### config.mk
export PLATFORM = sky130hd
export DESIGN_NAME = mbs_arbiter
export DESIGN_NICKNAME = d
export VERILOG_FILES = /design/src/rtl/mbs_pkg.sv /design/src/rtl/mbs_core.sv /design/src/rtl/mbs_arbiter.sv
export SDC_FILE = /design/constraint.sdc
export NUM_CORES = 1
export LEC_CHECK = 0
export ABC_AREA = 1
export BUFFER_PORTS_ARGS = -buffer_cell sky130_fd_sc_hd__clkbuf_2
export CELL_PAD_IN_SITES_DETAIL_PLACEMENT = 0
export CELL_PAD_IN_SITES_GLOBAL_PLACEMENT = 1
export CORE_MARGIN = 2
export CORE_UTILIZATION = 41
export DETAILED_ROUTE_END_ITERATION = 16
export PLACE_DENSITY = 0.84
export SYNTH_ARGS = -nofsm -noshare
export SYNTH_HDL_FRONTEND = slang
export SYNTH_SLANG_ARGS = --single-unit
### constraint.sdc
create_clock -name Clock -period 2.1 [get_ports Clock]
set_input_delay 0.63 -clock Clock [delete_from_list [all_inputs] [get_ports Clock]]
set_output_delay 0.63 -clock Clock [all_outputs]
set_load 0.01 [all_outputs]
### src/rtl/mbs_pkg.sv
`default_nettype none
// +----------------------------------------------------------------------+
// | mbs_pkg : shared types and constants for the shared multiplier block |
// | Revision: 1.0                                                        |
// +----------------------------------------------------------------------+
package mbs_pkg;

   localparam int MBS_WIDTH = 8;

   typedef enum logic [1:0] {
      IDLE = 2'd0,
      RUN  = 2'd1,
      DONE = 2'd2
   } state_t;

endpackage
`default_nettype wire

### src/rtl/mbs_core.sv
`default_nettype none
// +----------------------------------------------------------------------+
// | mbs_core : shift-add multiplier datapath, one partial product/cycle  |
// | Revision: 1.0                                                        |
// +----------------------------------------------------------------------+
module mbs_core
   import mbs_pkg::*;
#(
   parameter int WIDTH = MBS_WIDTH
) (
   input  logic                 Clock,
   input  logic                 Load,
   input  logic                 Step,
   input  logic [WIDTH-1:0]     A,
   input  logic [WIDTH-1:0]     B,
   output logic [2*WIDTH-1:0]   Acc
);

   logic [WIDTH-1:0]   mplier_q, mplier_d;
   logic [2*WIDTH-1:0] mcand_q,  mcand_d;
   logic [2*WIDTH-1:0] acc_q,    acc_d;

   always_comb begin
      mplier_d = mplier_q;
      mcand_d  = mcand_q;
      acc_d    = acc_q;
      if (Load) begin
         mplier_d = A;
         mcand_d  = {{WIDTH{1'b0}}, B};
         acc_d    = '0;
      end else if (Step) begin
         if (mplier_q[0]) begin
            acc_d = acc_q + mcand_q;
         end
         mcand_d  = mcand_q << 1;
         mplier_d = mplier_q >> 1;
      end
   end

   always_ff @(posedge Clock) begin
      mplier_q <= mplier_d;
      mcand_q  <= mcand_d;
      acc_q    <= acc_d;
   end

   // Accumulator including this cycle's step, so the final product can be
   // registered by the controller on the same edge as the last step.
   assign Acc = acc_d;

endmodule
`default_nettype wire

### src/rtl/mbs_arbiter.sv
`default_nettype none
// +----------------------------------------------------------------------+
// | mbs_arbiter : round-robin sharing of one mbs_core between two users  |
// | Revision: 1.0                                                        |
// +----------------------------------------------------------------------+
module mbs_arbiter
   import mbs_pkg::*;
#(
   parameter int WIDTH = MBS_WIDTH
) (
   input  logic                 Clock,
   input  logic                 Reset,
   input  logic                 Req0,
   input  logic                 Req1,
   input  logic [WIDTH-1:0]     A0,
   input  logic [WIDTH-1:0]     B0,
   input  logic [WIDTH-1:0]     A1,
   input  logic [WIDTH-1:0]     B1,
   output logic                 Gnt0,
   output logic                 Gnt1,
   output logic                 Done0,
   output logic                 Done1,
   output logic [2*WIDTH-1:0]   P,
   output logic                 Busy
);

   localparam int             CW       = (WIDTH > 1) ? $clog2(WIDTH) : 1;
   localparam logic [CW-1:0]  CNT_LAST = CW'(WIDTH - 1);

   state_t             state_q, state_d;
   logic [CW-1:0]      cnt_q, cnt_d;
   logic               last_q, last_d;
   logic               owner_q, owner_d;
   logic [2*WIDTH-1:0] p_q, p_d;
   logic               gnt0_q, gnt0_d, gnt1_q, gnt1_d;
   logic               done0_q, done0_d, done1_q, done1_d;
   logic               busy_q;
   logic               load, step, win1;
   logic [WIDTH-1:0]   core_a, core_b;
   logic [2*WIDTH-1:0] acc;

   // Requester 1 wins when alone, or on a tie when requester 0 was served last.
   assign win1   = Req1 & (~Req0 | ~last_q);
   assign core_a = win1 ? A1 : A0;
   assign core_b = win1 ? B1 : B0;

   mbs_core #(.WIDTH(WIDTH)) u_core (
      .Clock (Clock),
      .Load  (load),
      .Step  (step),
      .A     (core_a),
      .B     (core_b),
      .Acc   (acc)
   );

   always_comb begin
      state_d = state_q;
      cnt_d   = cnt_q;
      last_d  = last_q;
      owner_d = owner_q;
      p_d     = p_q;
      load    = 1'b0;
      step    = 1'b0;
      gnt0_d  = 1'b0;
      gnt1_d  = 1'b0;
      done0_d = 1'b0;
      done1_d = 1'b0;
      case (state_q)
         IDLE: begin
            if (Req0 | Req1) begin
               state_d = RUN;
               load    = 1'b1;
               cnt_d   = '0;
               last_d  = win1;
               owner_d = win1;
               gnt0_d  = ~win1;
               gnt1_d  = win1;
            end
         end
         RUN: begin
            step  = 1'b1;
            cnt_d = cnt_q + 1'b1;
            if (cnt_q == CNT_LAST) begin
               state_d = DONE;
               p_d     = acc;
               done0_d = ~owner_q;
               done1_d = owner_q;
            end
         end
         DONE:    state_d = IDLE;
         default: state_d = IDLE;
      endcase
   end

   always_ff @(posedge Clock) begin
      if (Reset) begin
         state_q <= IDLE;
         cnt_q   <= '0;
         last_q  <= 1'b1;
         owner_q <= 1'b0;
         p_q     <= '0;
         gnt0_q  <= 1'b0;
         gnt1_q  <= 1'b0;
         done0_q <= 1'b0;
         done1_q <= 1'b0;
         busy_q  <= 1'b0;
      end else begin
         state_q <= state_d;
         cnt_q   <= cnt_d;
         last_q  <= last_d;
         owner_q <= owner_d;
         p_q     <= p_d;
         gnt0_q  <= gnt0_d;
         gnt1_q  <= gnt1_d;
         done0_q <= done0_d;
         done1_q <= done1_d;
         busy_q  <= (state_d != IDLE);
      end
   end

   assign Gnt0  = gnt0_q;
   assign Gnt1  = gnt1_q;
   assign Done0 = done0_q;
   assign Done1 = done1_q;
   assign P     = p_q;
   assign Busy  = busy_q;

endmodule
`default_nettype wire

Yosys cells after proc, flatten, opt, wreduce, memory -nomap -nowiden
Index checks and enable logic that the tools add are counted.

cells by class
  equality and inequality tests = 3
  magnitude comparators = 0
  add/subtract/negate cells = 2
  multipliers = 0
  shift-type cells = 0
  bitwise operators = 11
  mux-type cells = 17
  reduce and logical (&&, ||, !) cells = 9
  div/mod/pow operators = 0

operators by type and width
  kind                                                                    number
  16-bit two-way mux                                                      3
  8-bit two-way mux                                                       6
  16-bit adder                                                            1
  1-bit inverter                                                          8
  3-bit case mux with 2 select lines                                      1
  2-bit AND reduction                                                     3
  2-bit nonzero test                                                      3
  3-bit OR reduction                                                      2
  2-bit two-way mux                                                       2
  2-bit case mux with 2 select lines                                      1
  3-bit by 1-bit adder with 3-bit output (second input constant)          1
  3-bit equality test (second input constant)                             1
  1-bit two-way mux                                                       3
  3-bit two-way mux                                                       1
  2-bit by 1-bit equality test with 1-bit output (second input constant)  1
  2-bit logical NOT                                                       1
  2-bit != test (second input constant)                                   1
  1-bit bitwise OR                                                        2
  1-bit AND                                                               1

storage, ports and cells
  output and inout bits = 21
  logic and storage cells = 56
  bits in latches = 0
  register bits after elaboration = 68
  memories = 0
  memory bits (read-only) = 0
  bits in writable memories = 0
  input bits = 36

Logic depth before layout (Yosys ltp)
  depth after elaboration = 5
  depth in mapped cells = 13
  gate-level depth less buffers = 13

Cells and area by module
A second synthesis with hierarchy kept.

second synthesis, totals
  cell total of the unflattened synthesis = 518
  area total of the unflattened synthesis = 3701.0 um^2

modules (own cells, without submodules)
  module       area each (um^2)  times used  cells each  seq. area each (um^2)
  mbs_core     2462.4            1           346         960.9
  mbs_arbiter  1238.7            1           172         560.5

Least setup slack after synthesis
Ideal clock, no wire load.

  path kind = register to register
  from = register u_core.acc_q[0]
  to = register p_q[8] (netlist: P[8])
  stages on the path, launching flop included = 14
  setup time = 0.128 ns
  data arrival time = 1.571 ns
  setup slack = 0.401 ns
  clock period less this slack = 1.699 ns
  cells stage by stage = dfxtp_1 > ha_1 > inv_1 > fa_1 > inv_1 > nand3_1 > nand3_1 > nand2_1 > nand3_1 > nand2_1 > nand2_1 > nand2_1 > nand2_1 > a21oi_1

between the ends
  word-level cells in the longest chain between the ends = 4

RTL lines
  element                 line                source
  from (decl)             mbs_core.sv:21      logic [2*WIDTH-1:0] acc_q, acc_d;
  from (signal assigned)  mbs_core.sv:43      acc_q <= acc_d;
  16-bit adder            mbs_core.sv:33      acc_d = acc_q + mcand_q;
  16-bit two-way mux      mbs_core.sv:32      if (mplier_q[0]) begin
  16-bit two-way mux      mbs_core.sv:31      end else if (Step) begin
  16-bit two-way mux      mbs_core.sv:27      if (Load) begin
  to (signal assigned)    mbs_arbiter.sv:112  p_q <= p_d;
  to (decl)               mbs_arbiter.sv:34   logic [2*WIDTH-1:0] p_q, p_d;

No other way between the ends.
A chain may end at the register's enable or synchronous reset.

Final worst setup path
  from = register u_core.mcand_q[0]
  to = register p_q[12] (netlist: P[12])

between the ends
  word-level cells in the longest chain between the ends = 4

RTL lines
  element                 line            source
  from (decl)             mbs_core.sv:20  logic [2*WIDTH-1:0] mcand_q, mcand_d;
  from (signal assigned)  mbs_core.sv:42  mcand_q <= mcand_d;
  16-bit adder            mbs_core.sv:33
  16-bit two-way mux      mbs_core.sv:32
  16-bit two-way mux      mbs_core.sv:31
  16-bit two-way mux      mbs_core.sv:27

No other way between the ends.

==> impl_metrics.env <==
export IMPL_final_common_cell="nand2_1"
export IMPL_cap_violations=0
export IMPL_fin_area_mm2=0.00418
export IMPL_ir_drop_uv=595
export IMPL_drtPass1Iterations=7
export IMPL_drive_gt1_share_pct=16.8
export IMPL_cts_sinks=68
export IMPL_drv_slew=0
export IMPL_grt_pass1_vias=3200
export IMPL_ant_nets=0
export IMPL_dpl_cell_area_mm2=0.00395
export IMPL_layout_cells_non_filler=663
export IMPL_n_antenna_cell=0
export IMPL_grt_pass1_wl_um=14400
export IMPL_relSlewSlack_pct=54.8
export IMPL_finClkSkew_ns=0.0150
export IMPL_core_mm2=0.00859
export IMPL_synth_area_per_cell_um2=7.26
export IMPL_via_per_inst=4.90
export IMPL_ys_types=29
export IMPL_worstPathCellList="ha_2 -> inv_1 -> fa_1 -> inv_1 -> nand3_1 -> nand3_1 -> nand3_1 -> nand4_1 -> nand3_1 -> nand2_1 -> a21oi_1"
export IMPL_final_cell_mix="nand2_1, inv_1, clkbuf_2, o21ai_0, dfxtp_1"
export IMPL_portBuffers=56
export IMPL_total_power_mw=3.38
export IMPL_numCtsBuffers=9
export IMPL_cts_setup_buffers=0
export IMPL_fin_setup_tns_ns=0
export IMPL_r2r_end="P[12]"
export IMPL_holdPathStages=1
export IMPL_synthCells=494
export IMPL_num_nets_final=604
export IMPL_p_comb_share_pct=19.7
export IMPL_dr_first_iter_drc_count=150
export IMPL_syn_area_mm2=0.00359
export IMPL_fmax_mhz=526
export IMPL_start_util_pct=41.7
export IMPL_critPathMaxFanout=3
export IMPL_ys_seq_area_share_pct=42.4
export IMPL_syn_num_nets=548
export IMPL_hold_class="flip-flop to flip-flop"
export IMPL_crit_slowest_cell="fa_1"
export IMPL_grt_use_total_pct=18.4
export IMPL_routabilityCongestion=0.823
export IMPL_via_count=3247
export IMPL_sw_frac_of_total_pct=29.9
export IMPL_finalHoldViolations=0
export IMPL_ff2ff_setup_slack_ns=0.20
export IMPL_crit_top_cell="nand3_1"
export IMPL_clock_latency_ns=0.35
export IMPL_h_tree_depth=3
export IMPL_yosysWarnings=0
export IMPL_grt_max_degree=36
export IMPL_endpoint_kind="flip-flop"
export IMPL_cp_num_cells=11
export IMPL_dpl_hpwl_um=6110
export IMPL_path_class="flip-flop to flip-flop"
export IMPL_cts_buffer_depth=2
export IMPL_antenna_found_initial=0
export IMPL_row_count=34
export IMPL_hold_worst_slack_ns=0.467
export IMPL_crit_path_start_kind="flip-flop"
export IMPL_cpPeakStageDelay_ns=0.41
export IMPL_cts_clk_slew_worst_paths_ns=0.08
export IMPL_p_int_mw=2.37
export IMPL_worst_pin_slew_ns=0.677
export IMPL_fp_dieW_um=97.5
export IMPL_root_buffer="clkbuf_8"
export IMPL_rsz0062_at_grt="false"
export IMPL_power_frac_seq_pct=45.3
export IMPL_crit_arrival_ns=2.13
export IMPL_dpl_cell_count=647
export IMPL_pin_count=57
export IMPL_route_detailed_drc=0
export IMPL_leakagePower_nw=2.15
export IMPL_period_share_pct=90.6
export IMPL_r2r_start="u_core.mcand_q[0]"
export IMPL_setup_viol=0
export IMPL_cp_top_family="adder cells"
export IMPL_grt_overflow_total=0
export IMPL_status="completed"
export IMPL_yosys_register_bits=68
export IMPL_crit_path_start="u_core.mcand_q[0]"
export IMPL_cts_tree="yes"
export IMPL_wl_per_cell_um=12.8
export IMPL_p_switching_mw=1.01
export IMPL_die_y_um=97.5
export IMPL_hp_start="owner_q"
export IMPL_fin_crit_ns=1.90
export IMPL_dieArea_mm2=0.00951
export IMPL_drt_total_wl_um=8470
export IMPL_required_ns=2.33
export IMPL_power_density_mw_per_mm2=809
export IMPL_hold_path_endpoint="Done0"
export IMPL_area_growth_syn_to_layout_pct=16.6
export IMPL_path_buf_inv=2
export IMPL_ff2ff_path_depth=11
export IMPL_clockPowerShare_pct=35.0
## synthesized netlist by cell type
| master | number | area share, % |
|---|---|---|
| xnor2_1 | 6 | 1.5 |
| xor2_1 | 1 | 0.24 |
| nand3_1 | 24 | 3.3 |
| edfxtp_1 | 16 | 13 |
| nor3_1 | 5 | 0.70 |
| a211oi_1 | 1 | 0.21 |
| nor2_2 | 4 | 0.70 |
| o21ai_0 | 54 | 7.5 |
| nand2_1 | 130 | 14 |
| a21oi_2 | 1 | 0.24 |
| a21o_1 | 4 | 0.84 |
| fa_1 | 1 | 0.56 |
| nor2_8 | 1 | 0.56 |
| nor3b_1 | 1 | 0.21 |
| inv_1 | 73 | 7.6 |
| inv_2 | 3 | 0.31 |
| buf_6 | 2 | 0.63 |
| o22ai_1 | 1 | 0.17 |
| o21ai_2 | 2 | 0.49 |
| o21ai_1 | 11 | 1.5 |
| buf_2 | 9 | 1.3 |
| nor2_1 | 31 | 3.2 |
| clkbuf_1 | 5 | 0.52 |
| ha_1 | 17 | 5.9 |
| dfxtp_1 | 52 | 29 |
| a21oi_1 | 34 | 4.7 |
| buf_4 | 1 | 0.21 |
| nand4_1 | 2 | 0.35 |
| nand2_2 | 2 | 0.35 |
## stage by stage
stage | setup WS [ns] | util [%]
finish | 0.198 | 48.7
global route | 0.0105 | 48.7
CTS | 0.154 | 48.6
detailed placement | 0.159 | 46.0
global placement | 0.181 | 46.0
floorplan | 0.401 | -
## power groups by stage
| stage | Sequential (mW) | Clock [mW] | Combinational, mW |
|---|---|---|---|
| after floorplan | 1.54 | 0 | 0.507 |
| after global placement | 1.56 | 0 | 0.660 |
| after detailed placement | 1.56 | 0 | 0.666 |
| after CTS | 1.53 | 1.20 | 0.671 |
| after global routing | 1.55 | 1.25 | 0.773 |
| final | 1.53 | 1.18 | 0.667 |
## sequential cells by signal (all words and copies together), names as in the netlist, 2 cells and up
signal / flops
state_q: 2
u_core.mcand_q: 16
u_core.mplier_q: 8
P: 16
cnt_q: 3
u_core.acc_q: 16
## how the worst max path moves through the flow
stage | end | slack (ns)
3_5_place_dp | P[14] | 0.16
6_report | P[12] | 0.20
2_1_floorplan | P[8] | 0.40
4_1_cts | P[14] | 0.15
3_3_place_gp | P[14] | 0.18
5_1_grt | P[12] | 0.01
## per-layer routing
metal  track usage [%]  wire length [µm]  vias up
met3              4.32               431        7
met4              5.02                93        0
met5                 0                 0        -
met1              23.7              4050     1478
li1                  -                 -     1696
met2              31.0              3890       66
## layout make-up
class                           instances  area, µm²
Inverter                               76        285
Clock inverter                          5       57.6
Tap cell                              108        135
Clock buffer                           11        163
Multi-Input combinational cell        333       1690
Sequential cell                        68       1520
Timing Repair Buffer                   62        325
Fill cell                             918       4410
## repair_timing
item | 4_1_cts | 5_1_grt
gates resized for setup | 0 | 2
setup endpoints to repair | 0 | 4
hold buffers | 0 | 0
## logic make-up (layout without fill, tap and decap cells)
kind of cell	count (synthesis)	after routing	share of synthesized area, %
and+or+nand+nor	200	200	23.1
AOI/OAI and AO/OA	108	108	15.8
buffers and inverters	93	154	10.6
DFF	68	68	42.4
adders and majority gates	18	18	6.49
xor gates and xnor gates	7	7	1.71
(Power assumes the default switching activity.)
